$ cat src/rtl/rf_wb_ctrl_pkg.sv
// Shared definitions for the integer register-file write-side controller.
package rf_wb_ctrl_pkg;

  localparam int unsigned ADDR_WIDTH_DEF = 5;
  localparam int unsigned DATA_WIDTH_DEF = 32;
  localparam int unsigned ZERO_REG       = 0;
  localparam int unsigned NUM_REGS       = 2 ** ADDR_WIDTH_DEF;

  // Writeback source; also the encoding of the arbiter's last-grant flop.
  typedef enum logic {
    SRC_EXU = 1'b0,
    SRC_LSU = 1'b1
  } wb_src_e;

endpackage

$ cat src/rtl/rf_wb_ctrl_arb.sv
// Two-request round-robin arbiter (req[0]=EXU, req[1]=LSU) with a last-grant flop.
module wb_rr_arb2
  import rf_wb_ctrl_pkg::*;
(
  input  logic       clk,
  input  logic       rst,
  input  logic [1:0] req,
  output logic [1:0] gnt,
  output wb_src_e    last
);

  // On a tie the source that did not win the previous tie is granted.
  always_comb begin
    gnt = '0;
    unique case (req)
      2'b01:   gnt = 2'b01;
      2'b10:   gnt = 2'b10;
      2'b11:   gnt = (last == SRC_EXU) ? 2'b10 : 2'b01;
      default: gnt = '0;
    endcase
  end

  always_ff @(posedge clk or negedge rst) begin
    if (!rst) begin
      last <= SRC_EXU;
    end else if (req == 2'b11) begin
      last <= gnt[1] ? SRC_LSU : SRC_EXU;
    end
  end

endmodule

$ cat src/rtl/rf_wb_ctrl.sv
// Register-file write-side controller: EXU/LSU writeback arbitration,
// registered write port and per-register busy scoreboard.
module rf_wb_ctrl
  import rf_wb_ctrl_pkg::*;
#(
  parameter int unsigned ADDR_WIDTH = ADDR_WIDTH_DEF,
  parameter int unsigned DATA_WIDTH = DATA_WIDTH_DEF
) (
  input  logic                     clk,
  input  logic                     rst,
  input  logic                     rsv_valid,
  input  logic [ADDR_WIDTH-1:0]    rsv_addr,
  output logic                     rsv_ready,
  input  logic                     exu_valid,
  input  logic [ADDR_WIDTH-1:0]    exu_addr,
  input  logic [DATA_WIDTH-1:0]    exu_data,
  output logic                     exu_ready,
  input  logic                     lsu_valid,
  input  logic [ADDR_WIDTH-1:0]    lsu_addr,
  input  logic [DATA_WIDTH-1:0]    lsu_data,
  output logic                     lsu_ready,
  output logic                     rf_we,
  output logic [ADDR_WIDTH-1:0]    rf_waddr,
  output logic [DATA_WIDTH-1:0]    rf_wdata,
  input  logic [ADDR_WIDTH-1:0]    chk_addr1,
  input  logic [ADDR_WIDTH-1:0]    chk_addr2,
  output logic                     chk_busy1,
  output logic                     chk_busy2,
  output logic [2**ADDR_WIDTH-1:0] busy_vec,
  output logic                     wb_err
);

  localparam int unsigned NREGS = 2 ** ADDR_WIDTH;
  localparam logic [ADDR_WIDTH-1:0] ZERO_ADDR = ADDR_WIDTH'(ZERO_REG);

  logic [NREGS-1:0]      busy_q;
  logic [NREGS-1:0]      busy_next;
  logic [1:0]            gnt;
  wb_src_e               last_gnt;
  logic                  grant;
  logic [ADDR_WIDTH-1:0] sel_addr;
  logic [DATA_WIDTH-1:0] sel_data;
  logic                  sel_nonzero;
  logic                  rsv_fire;

  wb_rr_arb2 u_arb (
    .clk  (clk),
    .rst  (rst),
    .req  ({lsu_valid, exu_valid}),
    .gnt  (gnt),
    .last (last_gnt)
  );

  assign exu_ready   = gnt[0];
  assign lsu_ready   = gnt[1];
  assign grant       = |gnt;
  assign sel_addr    = gnt[1] ? lsu_addr : exu_addr;
  assign sel_data    = gnt[1] ? lsu_data : exu_data;
  assign sel_nonzero = (sel_addr != ZERO_ADDR);

  assign rsv_ready = !busy_q[rsv_addr] || (rsv_addr == ZERO_ADDR);
  assign rsv_fire  = rsv_valid && rsv_ready && (rsv_addr != ZERO_ADDR);

  assign chk_busy1 = busy_q[chk_addr1];
  assign chk_busy2 = busy_q[chk_addr2];
  assign busy_vec  = busy_q;

  // Clear from the committing write first, so a same-index reservation wins.
  always_comb begin
    busy_next = busy_q;
    if (rf_we) busy_next[rf_waddr] = 1'b0;
    if (rsv_fire) busy_next[rsv_addr] = 1'b1;
    busy_next[ZERO_REG] = 1'b0;
  end

  always_ff @(posedge clk or negedge rst) begin
    if (!rst) begin
      busy_q   <= '0;
      rf_we    <= 1'b0;
      rf_waddr <= '0;
      rf_wdata <= '0;
      wb_err   <= 1'b0;
    end else begin
      busy_q <= busy_next;
      rf_we  <= grant && sel_nonzero;
      if (grant) begin
        rf_waddr <= sel_addr;
        rf_wdata <= sel_data;
      end
      if (grant && sel_nonzero && !busy_q[sel_addr]) begin
        wb_err <= 1'b1;
      end
    end
  end

  // A tie must leave the last-grant flop naming the source just granted.
  tie_records_winner: assert property (
    @(posedge clk) disable iff (!rst)
      (exu_valid && lsu_valid) |=> (last_gnt == ($past(lsu_ready) ? SRC_LSU : SRC_EXU))
  );

endmodule

$ cat config.mk
export PLATFORM = sky130hd
export DESIGN_NAME = rf_wb_ctrl
export DESIGN_NICKNAME = d
export VERILOG_FILES = /design/src/rtl/rf_wb_ctrl_pkg.sv /design/src/rtl/rf_wb_ctrl_arb.sv /design/src/rtl/rf_wb_ctrl.sv
export SDC_FILE = /design/constraint.sdc
export NUM_CORES = 1
export LEC_CHECK = 0
export ABC_AREA = 1
export BUFFER_PORTS_ARGS = -buffer_cell sky130_fd_sc_hd__buf_4
export CORE_UTILIZATION = 45
export CTS_CLUSTER_DIAMETER = 50
export DETAILED_ROUTE_END_ITERATION = 10
export HOLD_SLACK_MARGIN = 0.1
export PLACE_DENSITY = 0.89
export RECOVER_POWER = 25
export REMOVE_ABC_BUFFERS = 1
export SYNTH_ARGS = -nofsm -noshare
export SYNTH_HDL_FRONTEND = slang
export SYNTH_SLANG_ARGS = --single-unit
$ cat constraint.sdc
create_clock -name clk -period 1.5 [get_ports clk]
set_input_delay 0.075 -clock clk [delete_from_list [all_inputs] [get_ports clk]]
set_output_delay 0.075 -clock clk [all_outputs]
set_load 0.02 [all_outputs]
==> results.cfg, run 1 <==
[status]
status = aborted with a tool error
haltStage = global routing
tool.error = [ERROR GRT-0232] Routing congestion too high. Check the congestion heatmap in the GUI.

[floorplanning]
fp.dieW_um = 100
rows = 35
ioPinCount = 170
initial_core_util_pct = 46.8
die_height_um = 100

[grt]
grt_max_degree = 55
grt_overflow_total = 5
grt_use_total_pct = 74.2

[timing]
worstEndpointGrtRepair = chk_busy1
worst_path_end_type = output port

[synth]
synth_top_area_cell = dfrtp_1
yosysMostFrequentCell = nand2_1
async_flop_share_pct = 100
yosysUniqueCellTypes = 31
synthTopCellsByArea = dfrtp_1 (41%), o21ai_0 (12%), nand2_1 (12%)
ys_seq_elements = 71
synth_warnings = 0
synthCells = 614
synth_top_area_share_pct = 40.9
synth_common_cells = nand2_1 (136), o21ai_0 (107), nand3_1 (76)
synth-seq-area-share_pct = 40.9
synthFlopType = dfrtp_1
syn-mean-instance-area_um2 = 7.07
synth_edf_count = 0
syn_area_um2 = 4340

[placed_design]
dp.final_hpwl_um = 14000
portBuffers = 168
gp_congestion = 1.06

[clock_network]
htree_levels = 3
clkSinkCount = 71
cts_buffers = 9
cts_root_buf = clkbuf_8
max-clock-path-buffers = 2
-- metal layers --
layer	track usage [%]	GRT overflow
met3	55.6	0
met2	91.8	1
met1	75.7	0
met4	74.9	4
met5	17.4	0
-- logic make-up after synthesis --
| group | Yosys count | share of synthesized area (%) |
|---|---|---|
| AOI/OAI and AO/OA | 199 | 25.2 |
| buffers and inverters | 91 | 8.35 |
| DFF | 71 | 40.9 |
| other | 1 | 0.0863 |
| and+or+nand+nor | 252 | 25.4 |
-- what timing repair did --
action                                  in CTS
endpoints found under the hold margin      106
hold buffers                                67
pin swaps                                   29
endpoints found under the setup margin      44
gates resized for setup                    111
gates cloned                                 2
setup buffers                               25
-- stage by stage --
step	std cells	util [%]	setup slack [ps]	hold WS, ps	cell area (um^2)
floorplan	588	-	-1340	-221	4220
global placement	987	69.9	-176	27.3	6490
detailed placement	987	69.9	-198	37.1	6490
CTS	1097	84.7	-300	119	7870
==> run 2, diff against run 1 <==
--- a/config.mk
+++ b/config.mk
@@ -7,11 +7,9 @@
 export LEC_CHECK = 0
 export ABC_AREA = 1
 export BUFFER_PORTS_ARGS = -buffer_cell sky130_fd_sc_hd__buf_4
-export CORE_UTILIZATION = 45
-export CTS_CLUSTER_DIAMETER = 50
+export CORE_UTILIZATION = 40
 export DETAILED_ROUTE_END_ITERATION = 10
-export HOLD_SLACK_MARGIN = 0.1
-export PLACE_DENSITY = 0.89
+export PLACE_DENSITY_LB_ADDON = 0.15
 export RECOVER_POWER = 25
 export REMOVE_ABC_BUFFERS = 1
 export SYNTH_ARGS = -nofsm -noshare
==> constraint.sdc (replaced) <==
create_clock -name clk -period 1.95 [get_ports clk]
set_input_delay 0.0975 -clock clk [delete_from_list [all_inputs] [get_ports clk]]
set_output_delay 0.0975 -clock clk [all_outputs]
set_load 0.02 [all_outputs]
==> run 2 against run 1 <==
The flow now finishes without violations. Synthesized area is the same. Synthesized cell count unchanged.
==> results.cfg, run 2 <==
[status]
status = finished clean

[pwr]
power_leakage_nw = 3.25
vdd_drop_max_uv = 520
power_mw = 7.58
power_density_nw_per_um2 = 1150

[timing]
whs_ps = 41.9
fmax_mhz = 532
slew_viol_final = 0
setup_tns_ps = 0
setup_violations = 0
post-route-period-util_pct = 96.4
relSlewSlack_pct = 39.4
grt_setup_unrepaired = true
tightestPinTransition_ps = 909
clock_skew_ps = 10.0
hold_violations = 0
setup_slack_ps = 70.4
min_period_ps = 1880

[synth]
synth_edf_count = 0
synthTopCellsByArea = dfrtp_1 (41%), o21ai_0 (12%), nand2_1 (12%)
synth_common_cells = nand2_1 (136), o21ai_0 (107), nand3_1 (76)
synth-seq-area-share_pct = 40.9
synthCells = 614
synth_top_area_cell = dfrtp_1
ys_seq_elements = 71
yosysUniqueCellTypes = 31
syn_area_um2 = 4340
async_flop_share_pct = 100
synth_warnings = 0
synthFlopType = dfrtp_1
synth_top_area_share_pct = 40.9
syn-mean-instance-area_um2 = 7.07
yosysMostFrequentCell = nand2_1

[placed_design]
dp.final_hpwl_um = 12700
placed_area_um2 = 6070
placedCellCount = 945
place_ws_ps = 63.2
portBuffers = 168
gp_congestion = 1.02

[detailed_routing]
ant_nets = 0
routed.top_layer = met4
first_pass_iters = 5
drcViolationCount = 0
routed_wl_um = 16900
vias = 5506
routed_via_density = 5.53
wire_per_inst_um = 17.0
drt_iter0_drc = 453
route.met2.wl_um = 8040
drt-met1-wl_um = 6730
route.met3.wl_um = 1650

[floorplanning]
fp.dieW_um = 106
rows = 37
ioPinCount = 170
die_area_um2 = 11300
coreArea_um2 = 10400
initial_core_util_pct = 41.7
die_height_um = 106

[cells_and_area]
stdcell_count = 996
layout_commonest_cell = buf_4
drive_above_1_share_pct = 31.6
nNetsFinal = 951
regMostFlops = rf_wdata
diodes = 0
largest_reg_flops = 32
mostFrequentLayoutCells = buf_4 (223), nand2_1 (134), o21ai_0 (91)
utilization_pct = 63.6
final_area_um2 = 6620
area_growth_pct = 52.4

[grt]
grt_pass1_vias = 5239
grt_overflow_total = 0
grt_max_degree = 42
antenna_found_initial = 0
grt_pass1_wl_um = 26600
grt_use_total_pct = 30.4

[setup_path]
worstSetupPathType = flip-flop to output port
cp_common_cell = buf_4
max_stage_delay_ps = 380
critPathMaxFanout = 3
endpoint_kind = output port
cp.depth = 10
path_buf_inv = 3
required_ps = 1850
startpoint_type = flip-flop
reg2reg_depth = 6
slowest_stage = dfrtp_1
crit_chain = inv_2, buf_4, a21oi_1, o21ai_0, nand3_1, o211ai_1, nand2_1, nor2_1, a31oi_1, buf_4
worstPathArrival_ps = 1780
critical-path-top-delay-family = compound AO/OA/AOI/OAI gates
r2r_setup_slack_ps = 80

[clock_network]
max-clock-path-buffers = 2
cts_buffers = 9
cts_root_buf = clkbuf_8
clkSinkCount = 71
cts.reportedPaths.clkPinSlew_ps = 80
htree_levels = 3
clk_latency_ps = 360
cts_tree = done

[min_path]
min_delay_path_depth = 3
hp-class = input port to flip-flop

[run]
drv_cap = 0
## run 2: worst min-delay path, stage by stage
cell and delay, ps:
buf_4 70, o22ai_1 60, o21ai_0 140
## run 2: worst paths after layout
path                         startpoint           end
min in group asynchronous           rst  busy_vec[14]
setup reg to reg             u_arb.last  rf_wdata[16]
hold reg to reg            rf_wdata[20]  rf_wdata[20]
max in group asynchronous           rst  rf_wdata[19]
setup / recovery            busy_vec[6]     chk_busy1
hold / removal              lsu_data[8]   rf_wdata[8]
## run 2: power breakdown
group	total [mW]	switching (mW)	internal (mW)	leakage (nW)
clock network	1.17	0.554	0.615	0.0896
registers	2.22	0.318	1.90	0.843
logic	4.20	2.38	1.81	2.31
total	7.58	3.26	4.33	3.25
## run 2: routing by layer
layer  track usage [%]  vias to the layer above
met5                 0                        -
met4              14.5                        0
met3              5.33                       41
met2              49.9                      301
met1              38.7                     2568
li1                  -                     2596
## run 2: kinds of logic (layout without fill, tap and decap cells)
logic type      count (synthesis)  in the layout  share of synthesized area [%]
compound gates                199            199                           25.2
buf+inv                        91            337                           8.35
flops                          71             71                           40.9
other cells                     1              1                         0.0863
simple gates                  252            252                           25.4
## run 2: repair_timing
item,CTS,global route
gates cloned,0,0
pin swaps,0,12
endpoints found under the hold margin,45,0
hold buffers,29,0
gates resized for setup,4,27
buffers inserted,0,8
endpoints found under the setup margin,3,16
## run 2: final cells by class
cell class | count | area, um^2
clock buffer | 13 | 149
clock inverter | 1 | 30.0
fill | 922 | 3800
inverter | 65 | 244
multi-input combinational | 452 | 2240
sequential | 71 | 1780
tap | 136 | 170
timing repair buffer | 258 | 2010
(Power assumes the default switching activity.)
==> run 3, diff against run 2 <==
--- a/config.mk
+++ b/config.mk
@@ -5,10 +5,10 @@
 export SDC_FILE = /design/constraint.sdc
 export NUM_CORES = 1
 export LEC_CHECK = 0
-export ABC_AREA = 1
 export BUFFER_PORTS_ARGS = -buffer_cell sky130_fd_sc_hd__buf_4
 export CORE_UTILIZATION = 40
 export DETAILED_ROUTE_END_ITERATION = 10
+export HOLD_SLACK_MARGIN = 0.05
 export PLACE_DENSITY_LB_ADDON = 0.15
 export RECOVER_POWER = 25
 export REMOVE_ABC_BUFFERS = 1
==> run 3 against run 2 <==
The flow now finishes with violations (negative setup slack). Register-to-register slack got worse by 280 ps. Critical path depth decreased by 5. Via count decreased by 0.89%. Maximum frequency decreased by 19%. Synthesized area increased by 8.8%.
==> results.cfg, run 3 <==
[status]
status = finished with violations
violations = negative setup slack

[cells_and_area]
final.fill_count = 888
layout_commonest_cell = buf_4
regMostFlops = rf_wdata
nNetsFinal = 885
mostFrequentLayoutCells = buf_4 (236), o21ai_0 (71), a21oi_1 (71)
area_growth_pct = 64.4
largest_reg_flops = 32
drive_above_1_share_pct = 42.9
diodes = 0

[min_path]
hp-start = lsu_data[10]
hp-class = input port to flip-flop

[detailed_routing]
wire_per_inst_um = 19.4
vias = 5457
routed_wl_um = 18200
routed_via_density = 5.82
ant_nets = 0
drt_iter0_drc = 454
drcViolationCount = 0
first_pass_iters = 5

[setup_path]
critPathMaxFanout = 4
endpoint_kind = output port
r2r-start = busy_vec[30]
worstSetupPathType = flip-flop to output port
startpoint_type = flip-flop
required_ps = 1850
crit_start = busy_vec[7]
worstPathArrival_ps = 2230

[synth]
synthFlopType = dfrtp_1
synth_common_cells = o21ai_0 (87), a21oi_1 (71), dfrtp_1 (71)
synth_edf_count = 0
synth-seq-area-share_pct = 37.6
syn-mean-instance-area_um2 = 9.17
synth_top_area_share_pct = 37.6
async_flop_share_pct = 100
yosysUniqueCellTypes = 55
yosysMostFrequentCell = o21ai_0
synthCells = 515
synthTopCellsByArea = dfrtp_1 (38%), mux4_2 (10%), o21ai_0 (9.2%)
syn_area_um2 = 4720
ys_seq_elements = 71
synth_warnings = 0
synth_top_area_cell = dfrtp_1

[timing]
fmax_mhz = 429
slew_viol_final = 0
grt_setup_unrepaired = true
hold_violations = 0
clock_skew_ps = 5.31
whs_ps = 49.3
setup_violations = 22
min_period_ps = 2330
relSlewSlack_pct = 40.0
setup_slack_ps = -380
post-route-period-util_pct = 119
tightestPinTransition_ps = 900

[pwr]
swShare_pct = 39.0
combPwrFrac_pct = 55.5
power_density_nw_per_um2 = 1280
p_seq_share_pct = 26.3
p_int_mw = 6.08
power.share.clock_pct = 18.1
power_leakage_nw = 3.46
switchingPower_mw = 3.88
vdd_drop_max_uv = 1040

[placed_design]
portBuffers = 168
dp.final_hpwl_um = 12300
place_ws_ps = -127
gp_congestion = 0.948

[floorplanning]
ioPinCount = 170
die_height_um = 111
rows = 39
coreArea_um2 = 11500
die_area_um2 = 12300
initial_core_util_pct = 41.2
fp.dieW_um = 111

[grt]
antenna_found_initial = 1
grt_overflow_total = 0
grt_pass1_vias = 5634
grt_use_total_pct = 30.0
grt_pass1_wl_um = 29200
grt_max_degree = 69

[clock_network]
clkSinkCount = 71
cts.reportedPaths.clkPinSlew_ps = 60
clk_latency_ps = 340
max-clock-path-buffers = 2
htree_levels = 3
cts_tree = done
cts_root_buf = clkbuf_16
cts_buffers = 9

[run]
drv_cap = 0
## run 3: worst max-delay path, cell delays in order (launching register included)
cell	delay (ps)
dfrtp_1	390
buf_6	130
mux4_2	480
mux4_2	470
mux2_4	290
buf_6	130
## run 3: worst paths after layout
kind / end / slack [ps] / depth (start not counted)
worst max-delay path: chk_busy1 / -380 / 5
worst min-delay path: rf_wdata[10] / 50 / 3
worst max register to register: busy_vec[17] / -200 / 10
worst min register to register: wb_err / 480 / 2
max in group asynchronous: busy_vec[13] / 370 / 3
min in group asynchronous: rf_wdata[27] / 410 / 2
## run 3: per-stage QoR
| step | power [mW] | util, % | setup TNS, ps | instances | instance area [um^2] |
|---|---|---|---|---|---|
| finish | 9.96 | 67.7 | -3300 | 937 | 7770 |
| global placement | 7.35 | 57.3 | -804 | 862 | 6570 |
| floorplan | 4.69 | - | -21580 | 474 | 4540 |
| detailed placement | 7.42 | 57.3 | -1000 | 862 | 6570 |
| global route | 10.4 | 67.7 | -5580 | 937 | 7770 |
| CTS | 9.73 | 66.9 | -1960 | 934 | 7670 |
## run 3: what timing repair did
item,in CTS,in global routing
pin swaps,15,8
hold buffers,48,0
setup buffers,10,5
resized for setup,66,22
endpoints found under the setup margin,24,30
hold endpoints to repair,67,0
## run 3: routing by layer
layer,global-route usage (%),up-vias,wire [um]
met5,0,-,8
met2,48.8,288,8740
li1,-,2462,-
met4,13.1,2,568
met1,38.7,2652,7420
met3,6.23,53,1430
## run 3: cells by family after synthesis
family / synth area share (%)
compound gates: 23.9
simple gates: 15.5
flops: 37.6
buf+inv: 4.95
mux: 17.7
xor+xnor: 0.185
other cells: 0.0794
## run 3: cell type report
class / instances / area [um^2] / area share, %
multi-input cells: 391 / 2950 / 38.0
repair buffers: 306 / 2490 / 32.1
flip-flops and latches: 71 / 1780 / 22.9
clock buffers: 11 / 253 / 3.25
well taps: 143 / 179 / 2.30
clock inverters: 3 / 67.6 / 0.870
inverters: 12 / 50.0 / 0.644
## run 3: power by group through the flow
stage | Combinational, mW | Clock, mW | Sequential [mW]
2_1_floorplan | 1.52 | 0 | 3.17
3_3_place_gp | 4.78 | 0 | 2.57
3_5_place_dp | 4.82 | 0 | 2.60
4_1_cts | 5.32 | 1.82 | 2.59
5_1_grt | 5.85 | 1.88 | 2.69
6_report | 5.53 | 1.80 | 2.62
